[config.mk]
export PLATFORM = sky130hd
export DESIGN_NAME = pressure_abnormality_monitor
export DESIGN_NICKNAME = d
export VERILOG_FILES = /design/src/rtl/pressure_abnormality_monitor.sv
export SDC_FILE = /design/constraint.sdc
export NUM_CORES = 1
export LEC_CHECK = 0
export CORE_MARGIN = 4
export CORE_UTILIZATION = 47
export DETAILED_ROUTE_END_ITERATION = 16
export GPL_TIMING_DRIVEN = 0
export PLACE_DENSITY = 0.83
export SETUP_SLACK_MARGIN = 0.5
export SYNTH_ARGS = -nofsm -noshare
export SYNTH_HDL_FRONTEND = slang
export SYNTH_SLANG_ARGS = --single-unit
[constraint.sdc]
create_clock -name clk -period 2.3 [get_ports clk]
set_input_delay 0.23 -clock clk [delete_from_list [all_inputs] [get_ports clk]]
set_output_delay 0.23 -clock clk [all_outputs]
set_load 0.05 [all_outputs]
[src/rtl/pressure_abnormality_monitor.sv]
// ============================================================================
// Module   : pressure_abnormality_monitor
// Purpose  : Parity-checked pressure sample stream, range check, and a
//            persistence-gated latched alarm. Optional build macro:
//            PRESSURE_AUTO_CLEAR_EN (self-clearing alarm after recovery).
// Revision : 1.0 - initial release
// ============================================================================
`default_nettype none

module pressure_abnormality_monitor #(
   parameter int DATA_W  = 6,
   parameter int LOW_TH  = 4,
   parameter int HIGH_TH = 27,
   parameter int PERSIST = 3,
   parameter int CNT_W   = 8
) (
   input  logic              clk,
   input  logic              rst_n,
   input  logic              sample_valid,
   input  logic [DATA_W-1:0] pressure_data,
   input  logic              alarm_ack,
   output logic              abnormal_now,
   output logic              parity_error,
   output logic              pressure_alarm,
   output logic [CNT_W-1:0]  parity_err_count,
   output logic [1:0]        state_dbg
);

   localparam int VAL_W  = DATA_W - 1;
   localparam int PCNT_W = $clog2(PERSIST + 1);

   localparam logic [VAL_W-1:0]  c_LOW_TH  = VAL_W'(LOW_TH);
   localparam logic [VAL_W-1:0]  c_HIGH_TH = VAL_W'(HIGH_TH);
   localparam logic [PCNT_W-1:0] c_PERSIST = PCNT_W'(PERSIST);
   localparam logic [CNT_W-1:0]  c_CNT_MAX = {CNT_W{1'b1}};

   typedef enum logic [1:0] {
      ST_NORMAL  = 2'd0,
      ST_PENDING = 2'd1,
      ST_ALARM   = 2'd2
   } state_t;

   state_t            r_state;
   logic [PCNT_W-1:0] r_persist_cnt;
   logic [CNT_W-1:0]  r_err_cnt;
   logic              r_abnormal;
   logic              r_parity_error;
   logic              r_alarm;
`ifdef PRESSURE_AUTO_CLEAR_EN
   logic [PCNT_W-1:0] r_recover_cnt;
`endif

   logic              w_par_err;
   logic              w_good;
   logic              w_abn;
   logic [VAL_W-1:0]  w_value;

   // Even parity over the whole word, parity bit included.
   assign w_par_err = ^pressure_data;
   assign w_good    = sample_valid & ~w_par_err;
   assign w_value   = pressure_data[VAL_W-1:0];
   assign w_abn     = (w_value < c_LOW_TH) | (w_value > c_HIGH_TH);

   always_ff @(posedge clk) begin
      if (!rst_n) begin
         r_state        <= ST_NORMAL;
         r_persist_cnt  <= '0;
         r_err_cnt      <= '0;
         r_abnormal     <= 1'b0;
         r_parity_error <= 1'b0;
         r_alarm        <= 1'b0;
`ifdef PRESSURE_AUTO_CLEAR_EN
         r_recover_cnt  <= '0;
`endif
      end else begin
         r_parity_error <= sample_valid & w_par_err;
         if (sample_valid && w_par_err && (r_err_cnt != c_CNT_MAX))
            r_err_cnt <= r_err_cnt + 1'b1;
         if (w_good)
            r_abnormal <= w_abn;

         case (r_state)
            ST_PENDING: begin
               if (w_good) begin
                  if (w_abn) begin
                     r_persist_cnt <= r_persist_cnt + 1'b1;
                     if (r_persist_cnt + 1'b1 == c_PERSIST) begin
                        r_state <= ST_ALARM;
                        r_alarm <= 1'b1;
                     end
                  end else begin
                     r_persist_cnt <= '0;
                     r_state       <= ST_NORMAL;
                  end
               end
            end
            ST_ALARM: begin
               // Acknowledge takes priority over any sample in the same cycle.
               if (alarm_ack) begin
                  r_state       <= ST_NORMAL;
                  r_persist_cnt <= '0;
                  r_alarm       <= 1'b0;
`ifdef PRESSURE_AUTO_CLEAR_EN
                  r_recover_cnt <= '0;
               end else if (w_good) begin
                  if (w_abn) begin
                     r_recover_cnt <= '0;
                  end else if (r_recover_cnt + 1'b1 == c_PERSIST) begin
                     r_state       <= ST_NORMAL;
                     r_persist_cnt <= '0;
                     r_alarm       <= 1'b0;
                     r_recover_cnt <= '0;
                  end else begin
                     r_recover_cnt <= r_recover_cnt + 1'b1;
                  end
`endif
               end
            end
            default: begin
               // NORMAL, and the unused code 3 which behaves as NORMAL.
               if (w_good && w_abn) begin
                  r_persist_cnt <= PCNT_W'(1);
                  if (PERSIST == 1) begin
                     r_state <= ST_ALARM;
                     r_alarm <= 1'b1;
                  end else begin
                     r_state <= ST_PENDING;
                  end
               end
            end
         endcase
      end
   end

   assign abnormal_now     = r_abnormal;
   assign parity_error     = r_parity_error;
   assign pressure_alarm   = r_alarm;
   assign parity_err_count = r_err_cnt;
   assign state_dbg        = r_state;

endmodule

`default_nettype wire

After elaboration in Yosys (flattened, before gate mapping)
Index checks and enable logic that the tools add are counted.

operators by class
  add/sub/neg operators = 2
  multiply operators = 0
  divide/modulo/power cells = 0
  magnitude comparators = 2
  eq/ne operators = 9
  shift operators = 0
  muxes and demuxes = 14
  bitwise logic cells = 4
  reduce and logical (&&, ||, !) cells = 9

operators by type and width
  kind                                                                    count
  2-bit two-way mux                                                       7
  8-bit by 1-bit adder with 8-bit output (second input constant)          1
  2-bit inequality test (second input constant)                           4
  8-bit inequality test (second input constant)                           1
  2-bit one-hot mux with 2 select lines                                   2
  6-bit parity                                                            1
  5-bit > comparator (second input constant)                              1
  5-bit by 3-bit < comparator with 1-bit output (second input constant)   1
  5-bit AND reduction                                                     1
  2-bit equality test (second input constant)                             2
  1-bit two-way mux                                                       4
  4-bit AND reduction                                                     1
  1-bit logical AND                                                       3
  3-bit inequality test (second input constant)                           1
  3-bit AND reduction                                                     1
  3-bit nonzero test                                                      1
  2-bit by 1-bit adder with 2-bit output (second input constant)          1
  1-bit bitwise AND                                                       2
  2-bit by 1-bit equality test with 1-bit output (second input constant)  1
  1-bit one-hot mux with 2 select lines                                   1
  2-bit nonzero test                                                      1
  1-bit NOT                                                               1
  1-bit OR                                                                1

word-level totals
  register bits after elaboration = 15
  bits in latches = 0
  RAM bits = 0
  ROM bits = 0
  input bits = 10
  output and inout bits = 13
  logic and storage cells = 46
  memories = 0

Logic depth before layout (Yosys ltp)
Gate-level depths: netlist of the first run.

  depth in word-level cells = 6
  mapped depth = 7
  mapped depth without buffers = 7

Worst setup path after synthesis of the first run
OpenSTA, ideal clock, no wires.

  path type = register to register
  start point = register r_state[1], in the netlist state_dbg[1]
  end point = register r_state[1], in the netlist state_dbg[1]
  library setup time = 0.119 ns
  arrival time = 1.725 ns
  data required time = 2.181 ns
  slack = 0.456 ns
  cell stages (with the launch flop) = 7
  path buffers = 0
  clock period less this slack = 1.844 ns
  cell sequence = dfxtp_1 inv_1 ha_1 nor3b_1 a41oi_2 and2_1 o221a_2

on the way
  word-level cells in the longest chain between the ends = 3
  elaborated cells on any way between the ends = 8
  classes of those cells = eq/ne (5); mux (1); reduce/logical (2)

ends and longest elaborated chain
  item                                                                                   line  RTL
  start, declared                                                                        43    state_t r_state;
  start signal, assigned                                                                 66    r_state <= ST_NORMAL;
  start signal, assigned                                                                 88    r_state <= ST_ALARM;
  start signal, assigned                                                                 93    r_state <= ST_NORMAL;
  2-bit by 1-bit equality test with 1-bit output or 2-bit equality test (tied branches)  82    case (r_state)
  3-bit inequality test (no source line) (tied with other cells)                         n/a
  4-bit AND reduction (no source line)                                                   n/a

Several ways; a longest one is shown, not always the timed one.
A chain may end at the register's enable or synchronous reset.

Worst setup path after layout of the first run
  start point = register r_err_cnt[0], in the netlist parity_err_count[0]
  end point = output port parity_err_count[0]

RTL lines
  item                    line  RTL
  start, declared         45    logic [CNT_W-1:0] r_err_cnt;
  start signal, assigned  78    r_err_cnt <= r_err_cnt + 1'b1;
  end, declared           25    output logic [CNT_W-1:0] parity_err_count,

No word-level cell between the ends.

==> metrics.yaml, run 1 <==
outcome:
  run_status: "completed"
yosys:
  synth_ff_type: "dfxtp_1"
  yosysTopAreaCellShare: 0.333
  post_synth_num_cell_types: 32
  synth_area_leaders: "dfxtp_1 (33%), ha_1 (8.3%), nand2_1 (4.6%)"
  synth.yosys.seq_area_share: 0.333
  syn-cell-area_um2: 902
  synthCells: 102
  synth.largest_area_cell: "dfxtp_1"
  post_synthesis_net_count: 118
  synth_edf_count: 0
  synth.ff_latch_count: 15
  synth-warning-count: 0
  synth.most_common_cell: "dfxtp_1"
  synth.avg_cell_area_um2: 8.84
  synth.top_cells.by_count: "dfxtp_1 (15), nand2_1 (11), nand3_1 (8)"
  asyncSetResetFlopFracSynth: 0
worst_setup_path:
  critical_path_peak_fanout: 4
  timing.critical_path.required_ns: 2.07
  r2r_slack_ns: 0.74
  worst_ep_arrival_time_ns: 1.51
  worstSetupEndpointType: "output port"
  worst_path_dominant_cell_family: "buffers and inverters"
  max_stage_delay_ns: 0.83
  criticalPathCategory: "flip-flop to output port"
  cp_cell_sequence: "clkdlybuf4s50_1"
  slowest_stage: "clkdlybuf4s50_1"
  timing.critical_path.from_type: "flip-flop"
  critical_path_buf_inv_count: 1
placement:
  place_area_um2: 1150
  dpl.cell_count: 148
  number_of_buffers_inserted_by_port_buffering: 21
  place_worst_setup_slack_ns: -0.206
  globalplace.congestion: 0.792
  dp_hpwl_mm: 1.52
detailed_routing:
  routed_length_per_placed_instance_um: 13.4
  detail_route.wirelength_mm: 2.12
  drt_drc_violations_left: 0
  vias: 834
  vias_per_cell: 5.28
  ant_nets: 0
  drt_first_iter_violations: 14
  first_pass_iters: 4
sta:
  min_period_over_period: 0.754
  grt_setup_unrepaired: "no"
  clock_skew_ns: 0.00710
  timing.max_slew.rel_slack: 0.650
  finalCriticalPeriod_ns: 1.74
  final_hold_viol_count: 0
  timing.fmax_mhz: 576
  final_setup_violation_count: 0
  worst_slack_ns: 0.565
  timing_max_transition_violations_final: 0
  tightestPinTransition_ns: 0.524
job:
  drv.max_cap_violation_count: 0
clock_tree:
  cts.reportedPaths.clkPinSlew_ns: 0.08
  cts-root-to-sink-buffers: 2
  root_buffer_cell: "clkbuf_4"
  cts_inserted_buffers: 3
  cts_htree_levels: 1
  clock_tree_from_tritoncts: "done"
  insertion_delay_ns: 0.29
  number_of_sinks_handled_by_clock_tree_synthesis: 15
global_routing:
  number_of_global_route_vias_before_repair: 887
  global_route.usage.total: 0.184
  grt_pass1_wl_mm: 3.73
  initial_antenna_violation_count: 0
  grt-ovfl-total: 0
  grt_start_max_net_pins: 11
floorplan:
  initial_core_util: 0.511
  die_w_um: 51.8
  floorplan.io_pins: 23
  rows: 15
  die_y_um: 51.8
  core-area_um2: 1760
  floorplan.die_area_um2: 2680
cells_and_area:
  finish.instance_area_um2: 1280
  stdcell_count: 158
  layout-drive-gt1-share: 0.188
  nNetsFinal: 150
  post-route-util: 0.725
  syn_to_final_growth_pct: 41.7
  antenna_cells_inserted: 0
power:
  powerDensity_nw_per_um2: 527
  power_leakage_nw: 0.593
  max-vdd-ir-drop_uv: 414
worst_hold_path:
  hold_path_class: "input pin to flip-flop"
-- layout make-up --
| type | count | area, um2 |
|---|---|---|
| Buffer | 2 | 7.51 |
| Fill cell | 156 | 485 |
| Multi-Input combinational cell | 78 | 627 |
| Timing Repair Buffer | 27 | 258 |
| Clock buffer | 4 | 26.3 |
| Inverter | 7 | 26.3 |
| Sequential cell | 15 | 303 |
| Tap cell | 25 | 31.3 |
-- stage by stage --
| step | setup TNS (ns) | hold WS, ns | total power [W] |
|---|---|---|---|
| floorplan | 0 | 0.423 | 0.000415 |
| global placement | -0.293 | 0.453 | 0.000466 |
| detailed placement | -0.695 | 0.454 | 0.000472 |
| CTS | 0 | 0.325 | 0.000671 |
| global route | 0 | 0.369 | 0.000716 |
| finish | 0 | 0.338 | 0.000674 |
-- report_power, final --
group / switching (W) / internal (W)
sequential: 0.0000110 / 0.000273
clock: 0.0000872 / 0.0000675
combinational: 0.000128 / 0.000107
total: 0.000226 / 0.000447
-- per-layer routing --
metal  routed length [um]  track usage  part of all wire
met3                   75       0.0544             0.035
met2                 1130        0.345              0.53
met4                   19       0.0393            0.0090
met5                    0            0                 0
met1                  896        0.201              0.42
-- worst paths after layout --
kind / startpoint / end / depth (start not counted)
worst max register to register: state_dbg[0] / state_dbg[1] / 6
worst min-delay path: rst_n / state_dbg[0] / 3
worst max-delay path: parity_err_count[0] / parity_err_count[0] / 1
worst min register to register: state_dbg[0] / state_dbg[0] / 2
-- repair_timing --
action	4_1_cts	5_1_grt
endpoints found under the setup margin	13	11
hold buffers	0	0
gates resized for setup	9	13
buffers inserted	6	0
hold endpoints to repair	0	0
pin swaps	8	7
-- state kept, by name, summed over array words and instances (netlist names) --
| name | count |
|---|---|
| parity_error | 1 |
| parity_err_count | 8 |
| pressure_alarm | 1 |
| abnormal_now | 1 |
| state_dbg | 2 |
| r_persist_cnt | 2 |
-- cell usage in the layout (no fill, tap or decap), drive strengths merged --
| cell type | Yosys | final |
|---|---|---|
| a211o | 1 | 1 |
| a21boi | 1 | 1 |
| a21o | 1 | 1 |
| a21oi | 5 | 5 |
| a2bb2oi | 1 | 1 |
| a41o | 1 | 1 |
| a41oi | 1 | 1 |
| and2 | 4 | 4 |
| and3 | 3 | 3 |
| buf | 1 | 7 |
| clkbuf | 1 | 8 |
| clkdlybuf4s50 | 0 | 11 |
| clkinv | 1 | 1 |
| dfxtp | 15 | 15 |
| dlygate4sd2 | 0 | 1 |
| dlymetal6s2s | 0 | 6 |
| ha | 6 | 6 |
| inv | 6 | 6 |
| mux2i | 4 | 4 |
| nand2 | 11 | 11 |
| nand2b | 2 | 2 |
| nand3 | 8 | 8 |
| nand4 | 6 | 6 |
| nand4b | 1 | 1 |
| nor2 | 7 | 7 |
| nor3 | 1 | 1 |
| nor3b | 1 | 1 |
| o21ai | 2 | 2 |
| o221a | 2 | 2 |
| or3 | 1 | 1 |
| xnor2 | 2 | 2 |
| xor2 | 6 | 6 |
-- cells by family (layout without fill, tap and decap cells) --
logic type,count (synthesis),after routing,share of synthesized area
flops,15,15,0.333
simple gates,45,45,0.262
xor+xnor,8,8,0.111
fa+ha+maj,6,6,0.0832
compound gates,15,15,0.129
buf+inv,9,40,0.0374
mux,4,4,0.0444
Note: power is estimated with default switching activity, not from simulation.
==> inputs of run 2 (changes only) <==
- clock period: 2.3 -> 1.75 ns (I/O delays scaled with it)
==> run 2 against run 1 <==
Net effect: hold slack worse by 0.083 ns; routed wire length is 19% higher; clock power is 40% higher; utilization is 12 points higher; clock skew is 0.0019 ns lower; sequential cell count stayed put; sequential share of layout area is 2.0 points lower; register-to-register slack worse by 0.50 ns; critical path depth is 6 higher.
==> metrics.yaml, run 2 (synthesized netlist as in run 1, its figures left out) <==
outcome:
  run_status: "completed"
worst_setup_path:
  r2r_slack_ns: 0.24  # -0.50 ns
  worstSetupEndpointType: "flip-flop"
  max_stage_delay_ns: 0.37  # -0.46 ns
  cp_cell_sequence: "inv_2 -> ha_4 -> inv_4 -> nor3b_4 -> a41oi_4 -> and2_1 -> o221a_2"
  worst_ep_arrival_time_ns: 1.72  # +0.21 ns
  criticalPathCategory: "flip-flop to flip-flop"
  critical_path_peak_fanout: 7  # +3
  timing.critical_path.required_ns: 1.96  # -0.11 ns
  timing.critical_path.from_type: "flip-flop"
  slowest_stage: "dfxtp_4"
sta:
  timing.max_slew.rel_slack: 0.744  # +0.0936
  timing.fmax_mhz: 662
  min_period_over_period: 0.863
  final_setup_violation_count: 0  # unchanged
  totalNegativeSetupSlack_ns: 0  # unchanged
  final_hold_viol_count: 0  # unchanged
  finalCriticalPeriod_ns: 1.51
  clock_skew_ns: 0.00524  # -0.00186 ns
  timing_max_transition_violations_final: 0  # unchanged
  tightestPinTransition_ns: 0.384  # -0.140 ns
  grt_setup_unrepaired: "yes"
clock_tree:
  number_of_sinks_handled_by_clock_tree_synthesis: 15  # unchanged
  cts_htree_levels: 1  # unchanged
  clock_tree_from_tritoncts: "done"
  cts_inserted_buffers: 3  # unchanged
  insertion_delay_ns: 0.31  # +0.02 ns
  cts-root-to-sink-buffers: 2  # unchanged
  root_buffer_cell: "clkbuf_4"
  cts.reportedPaths.clkPinSlew_ns: 0.10  # +0.02 ns
cells_and_area:
  nNetsFinal: 157  # +4.7%
  final_common_cell: "nand2_1"
  stdcell_count: 165  # +4.4%
  number_of_flip_flops_under_the_largest_register_name: 8  # unchanged
  num-fill-cells: 107  # -31%
  antenna_cells_inserted: 0  # unchanged
  syn_to_final_growth_pct: 65.2
  final_cell_mix: "nand2_1 (11), buf_2 (9), buf_6 (8), nor2_1 (7), dfxtp_2 (6)"
  post-route-util: 0.845  # +0.120
  layout-drive-gt1-share: 0.514  # +0.326
  finish.instance_area_um2: 1490  # +17%
power:
  p_int_w: 0.000665  # +49%
  pwr-share-seq: 0.368  # -0.053
  max-vdd-ir-drop_uv: 484  # +17%
  clockPowerShare: 0.212  # -0.018
  powerDensity_nw_per_um2: 687  # +30%
  pwr-share-comb: 0.420  # +0.071
  p_sw_frac: 0.350  # +0.0142
  net-switching-power_w: 0.000359  # +58%
  power_leakage_nw: 0.596  # +0.55%
global_routing:
  grt_start_max_net_pins: 11  # unchanged
  number_of_global_route_vias_before_repair: 943  # +6.3%
  grt-ovfl-total: 0  # unchanged
  global_route.usage.total: 0.214  # +0.0301
  grt_pass1_wl_mm: 4.15  # +11%
  initial_antenna_violation_count: 0  # unchanged
detailed_routing:
  drt_first_iter_violations: 7  # -7
  detail_route.wirelength_mm: 2.53  # +19%
  ant_nets: 0  # unchanged
  vias: 911  # +9.2%
  drt_drc_violations_left: 0  # unchanged
  routed_length_per_placed_instance_um: 15.3  # +14%
  vias_per_cell: 5.52  # +4.6%
  first_pass_iters: 5  # +1
placement:
  dp_hpwl_mm: 1.50  # -1.5%
  number_of_buffers_inserted_by_port_buffering: 21  # unchanged
  dpl.cell_count: 148  # unchanged
  place_area_um2: 1240  # +8.2%
  globalplace.congestion: 0.701  # -12%
worst_hold_path:
  hold_path_class: "input pin to flip-flop"
floorplan:
  initial_core_util: 0.511  # unchanged
  die_y_um: 51.8  # unchanged
  core-area_um2: 1760  # unchanged
  floorplan.io_pins: 23  # unchanged
  rows: 15  # unchanged
  die_w_um: 51.8  # unchanged
  floorplan.die_area_um2: 2680  # unchanged
job:
  drv.max_cap_violation_count: 0  # unchanged
run 2: cell count changes in the layout (fill, tap and decap cells not counted), moves of 4 or more:
cell,delta
buf_2,+9
buf_6,+7
clkdlybuf4s50_1,-9
dfxtp_1,-8
dfxtp_2,+4
dfxtp_4,+4
dlymetal6s2s_1,-6
inv_1,-4
run 2: path summary, 6_finish.rpt:
kind / from / endpoint / cells past startpoint
setup / recovery: state_dbg[0] / state_dbg[1] / 7
hold / removal: rst_n / state_dbg[0] / 3
setup reg to reg: state_dbg[0] / state_dbg[1] / 7
hold reg to reg: abnormal_now / abnormal_now / 2
run 2: layer usage:
layer,vias up,wire (um),share of wire,GRT usage
li1,443,-,-,-
met1,431,998,0.39,0.230
met2,25,1320,0.52,0.375
met3,12,111,0.044,0.0401
met4,0,93,0.037,0.148
met5,-,0,0,0
run 2: what timing repair did:
action | 4_1_cts | 5_1_grt
gates resized for setup | 88 | 26
hold buffers | 0 | 0
pin swaps | 22 | 8
setup endpoints to repair | 28 | 23
buffers inserted | 10 | 3
run 2: metrics by stage:
step	setup WS, ns	hold slack [ns]	total power (W)
2_1_floorplan	0.159	0.368	0.000568
3_3_place_gp	-0.515	0.450	0.000640
3_5_place_dp	-0.562	0.459	0.000647
4_1_cts	0.243	0.261	0.000961
5_1_grt	0.174	0.287	0.00107
6_report	0.239	0.255	0.00102
run 2: final cells by class:
cell class | instances | area [um2] | share of cell area
repair buffers | 34 | 312 | 0.209
clock buffers | 3 | 22.5 | 0.0151
flip-flops and latches | 15 | 323 | 0.217
plain buffers | 2 | 11.3 | 0.00756
inverters | 7 | 31.3 | 0.0210
clock inverters | 1 | 5.00 | 0.00336
multi-input cells | 78 | 754 | 0.506
well taps | 25 | 31.3 | 0.0210
run 2: power by group through the flow:
stage,Clock [W],Sequential [W],Combinational [W]
2_1_floorplan,0,0.000432,0.000136
3_3_place_gp,0,0.000384,0.000257
3_5_place_dp,0,0.000385,0.000263
4_1_cts,0.000209,0.000377,0.000375
5_1_grt,0.000238,0.000379,0.000456
6_report,0.000217,0.000376,0.000430
run 2: worst max-delay path, delay by kind of cell (launching register included):
family	cells	cell delay, ns
buffers and inverters	2	0.10
flip-flops	1	0.37
AO/OA/AOI/OAI	2	0.35
AND/OR/NAND/NOR	2	0.41
adder cells (fa/ha/maj)	1	0.16
==> inputs of run 3 (changes only) <==
- CORE_MARGIN: 4 -> 1.5
==> run 3 against run 2 <==
Net effect: worst setup slack got worse by 0.010 ns; utilization fell by 2.1 points; clock skew rose by 0.00055 ns; total power fell by 3.7%; combinational power fell by 5.8%; maximum frequency fell by 0.68%; sequential cell count did not move; first-iteration DRC count rose to 3.9 times the previous value; largest cell class unchanged; routed wire length fell by 4.4%; cell count fell by 2.4%.
==> metrics.yaml, run 3 (synthesized netlist as in run 1, its figures left out) <==
worst_setup_path:
  timing.critical_path.required_ns: 1.94  # -0.02 ns
  timing.critical_path.from_type: "flip-flop"
  worstSetupEndpointType: "flip-flop"
  criticalPathCategory: "flip-flop to flip-flop"
  worst_ep_arrival_time_ns: 1.71  # about the same
  worst-r2r-cell-count: 6  # -1
  worst_r2r_src: "state_dbg[0]"
  r2r_slack_ns: 0.23  # about the same
  worst_r2r_endpoint: "state_dbg[1]"
  critical_path_peak_fanout: 7  # unchanged
global_routing:
  grt_pass1_wl_mm: 3.22  # -22%
  grt-ovfl-total: 0  # unchanged
  global_route.usage.total: 0.227  # +0.0130
  initial_antenna_violation_count: 0  # unchanged
  grt_start_max_net_pins: 11  # unchanged
  number_of_global_route_vias_before_repair: 748  # -21%
detailed_routing:
  vias: 898  # -1.4%
  route.met2.wl_mm: 1.17  # -12%
  detail_route.wirelength_mm: 2.42  # -4.4%
  met1_length_um: 971  # -2.7%
  drt_first_iter_violations: 27  # +20
  route.top_layer_used: "met4"
  routed-wl-met3_um: 160  # +44%
  drt_drc_violations_left: 0  # unchanged
  routed_length_per_placed_instance_um: 15.0  # -2.0%
  vias_per_cell: 5.58  # +1.0%
  first_pass_iters: 5  # unchanged
  ant_nets: 0  # unchanged
floorplan:
  die_y_um: 46.8  # -9.7%
  floorplan.io_pins: 23  # unchanged
  die_w_um: 46.8  # -9.7%
  floorplan.die_area_um2: 2190  # -18%
  rows: 15  # unchanged
  initial_core_util: 0.511  # unchanged
  core-area_um2: 1760  # unchanged
cells_and_area:
  num-fill-cells: 115  # +7.5%
  syn_to_final_growth_pct: 61.2
  finish.instance_area_um2: 1450  # -2.4%
  antenna_cells_inserted: 0  # unchanged
  final_cell_mix: "nand2_1 (10), clkdlybuf4s15_2 (8), nand3_1 (7), nor2_1 (7), dfxtp_2 (6)"
  final_common_cell: "nand2_1"
  multiInputGateArea_um2: 729  # -3.3%
  layout-drive-gt1-share: 0.449  # -0.0658
  number_of_flip_flops_under_the_largest_register_name: 8  # unchanged
  post-route-util: 0.824  # -0.0206
  seq_area_um2: 323  # unchanged
  nNetsFinal: 153  # -2.5%
sta:
  tightestPinTransition_ns: 0.404  # +0.0197 ns
  timing.max_slew.rel_slack: 0.731  # -0.0131
  worst_slack_ns: 0.229  # -0.0103 ns
  timing_max_transition_violations_final: 0  # unchanged
  clock_skew_ns: 0.00579  # +0.000549 ns
  grt_setup_unrepaired: "yes"
  final_hold_viol_count: 0  # unchanged
  finalCriticalPeriod_ns: 1.52  # +0.0103 ns
  final_setup_violation_count: 0  # unchanged
  min_period_over_period: 0.869  # +0.00591
  timing.fmax_mhz: 657  # -0.68%
placement:
  globalplace.congestion: 0.770  # +9.9%
  place_area_um2: 1240  # unchanged
  number_of_buffers_inserted_by_port_buffering: 21  # unchanged
  place_worst_setup_slack_ns: -0.549  # +0.0132 ns
  dp_hpwl_mm: 1.53  # +2.3%
clock_tree:
  cts_htree_levels: 1  # unchanged
  cts.reportedPaths.clkPinSlew_ns: 0.08  # -0.02 ns
  clock_tree_from_tritoncts: "done"
  number_of_sinks_handled_by_clock_tree_synthesis: 15  # unchanged
  insertion_delay_ns: 0.30  # about the same
  cts-root-to-sink-buffers: 2  # unchanged
  cts-hold-fix-buffers: 0  # unchanged
  root_buffer_cell: "clkbuf_4"
  cts_inserted_buffers: 3  # unchanged
power:
  power_leakage_nw: 0.574  # -3.8%
  powerDensity_nw_per_um2: 678  # -1.3%
  max-vdd-ir-drop_uv: 507  # +4.7%
job:
  drv.max_cap_violation_count: 0  # unchanged
worst_hold_path:
  hold_path_class: "input pin to flip-flop"
  worstHoldStart: "rst_n"
  hold-path-cell-count: 3  # unchanged
  worst_hold_path.endpoint: "state_dbg[0]"
outcome:
  run_status: "completed"
## run 3: how the worst max path moves through the flow
stage,from,end,slack (ns),cells after the start
2_1_floorplan,pressure_data[3],state_dbg[1],0.16,6
3_3_place_gp,pressure_data[2],state_dbg[1],-0.50,8
3_5_place_dp,pressure_data[2],state_dbg[1],-0.55,8
4_1_cts,pressure_data[0],state_dbg[1],0.23,7
5_1_grt,pressure_data[2],parity_err_count[4],0.16,9
6_report,state_dbg[0],state_dbg[1],0.23,6
## run 3: power breakdown
| group | total [W] | internal, W | switching [W] |
|---|---|---|---|
| Combinational | 0.000405 | 0.000201 | 0.000204 |
| Clock | 0.000206 | 0.0000891 | 0.000117 |
| Sequential | 0.000375 | 0.000359 | 0.0000158 |
| Total | 0.000985 | 0.000648 | 0.000337 |
## run 3: repair_timing
item / CTS / global route
resized for setup: 79 / 11
setup endpoints to repair: 28 / 18
setup buffers: 7 / 2
pin swaps: 17 / 11
## run 3: layer usage
layer  GRT usage  vias up
li1            -      433
met1       0.246      406
met2       0.356       45
met3      0.0577       14
met4       0.217        0
met5           0        -
## run 3: cell type report
class                   instances  share of cell area
clock buffers                   4              0.0181
plain buffers                   2             0.00516
well taps                      25              0.0215
multi-input cells              78               0.502
flip-flops and latches         15               0.222
inverters                       7              0.0198
repair buffers                 30               0.212
## run 3: per-stage QoR
stage               instances  TNS [ns]  power, W  hold WS (ns)
global route              161         0   0.00103         0.256
detailed placement        148     -5.01  0.000650         0.469
global placement          148     -4.74  0.000638         0.448
floorplan                 102         0  0.000568         0.368
finish                    161         0  0.000985         0.251
CTS                       159         0  0.000930         0.260
## run 3: worst max-delay path, cell delays in order, from the launching register on
cell,delay [ns]
dfxtp_4,0.36
buf_12,0.12
ha_4,0.17
nor3b_4,0.23
a41oi_4,0.08
and2_1,0.20
o221a_2,0.26
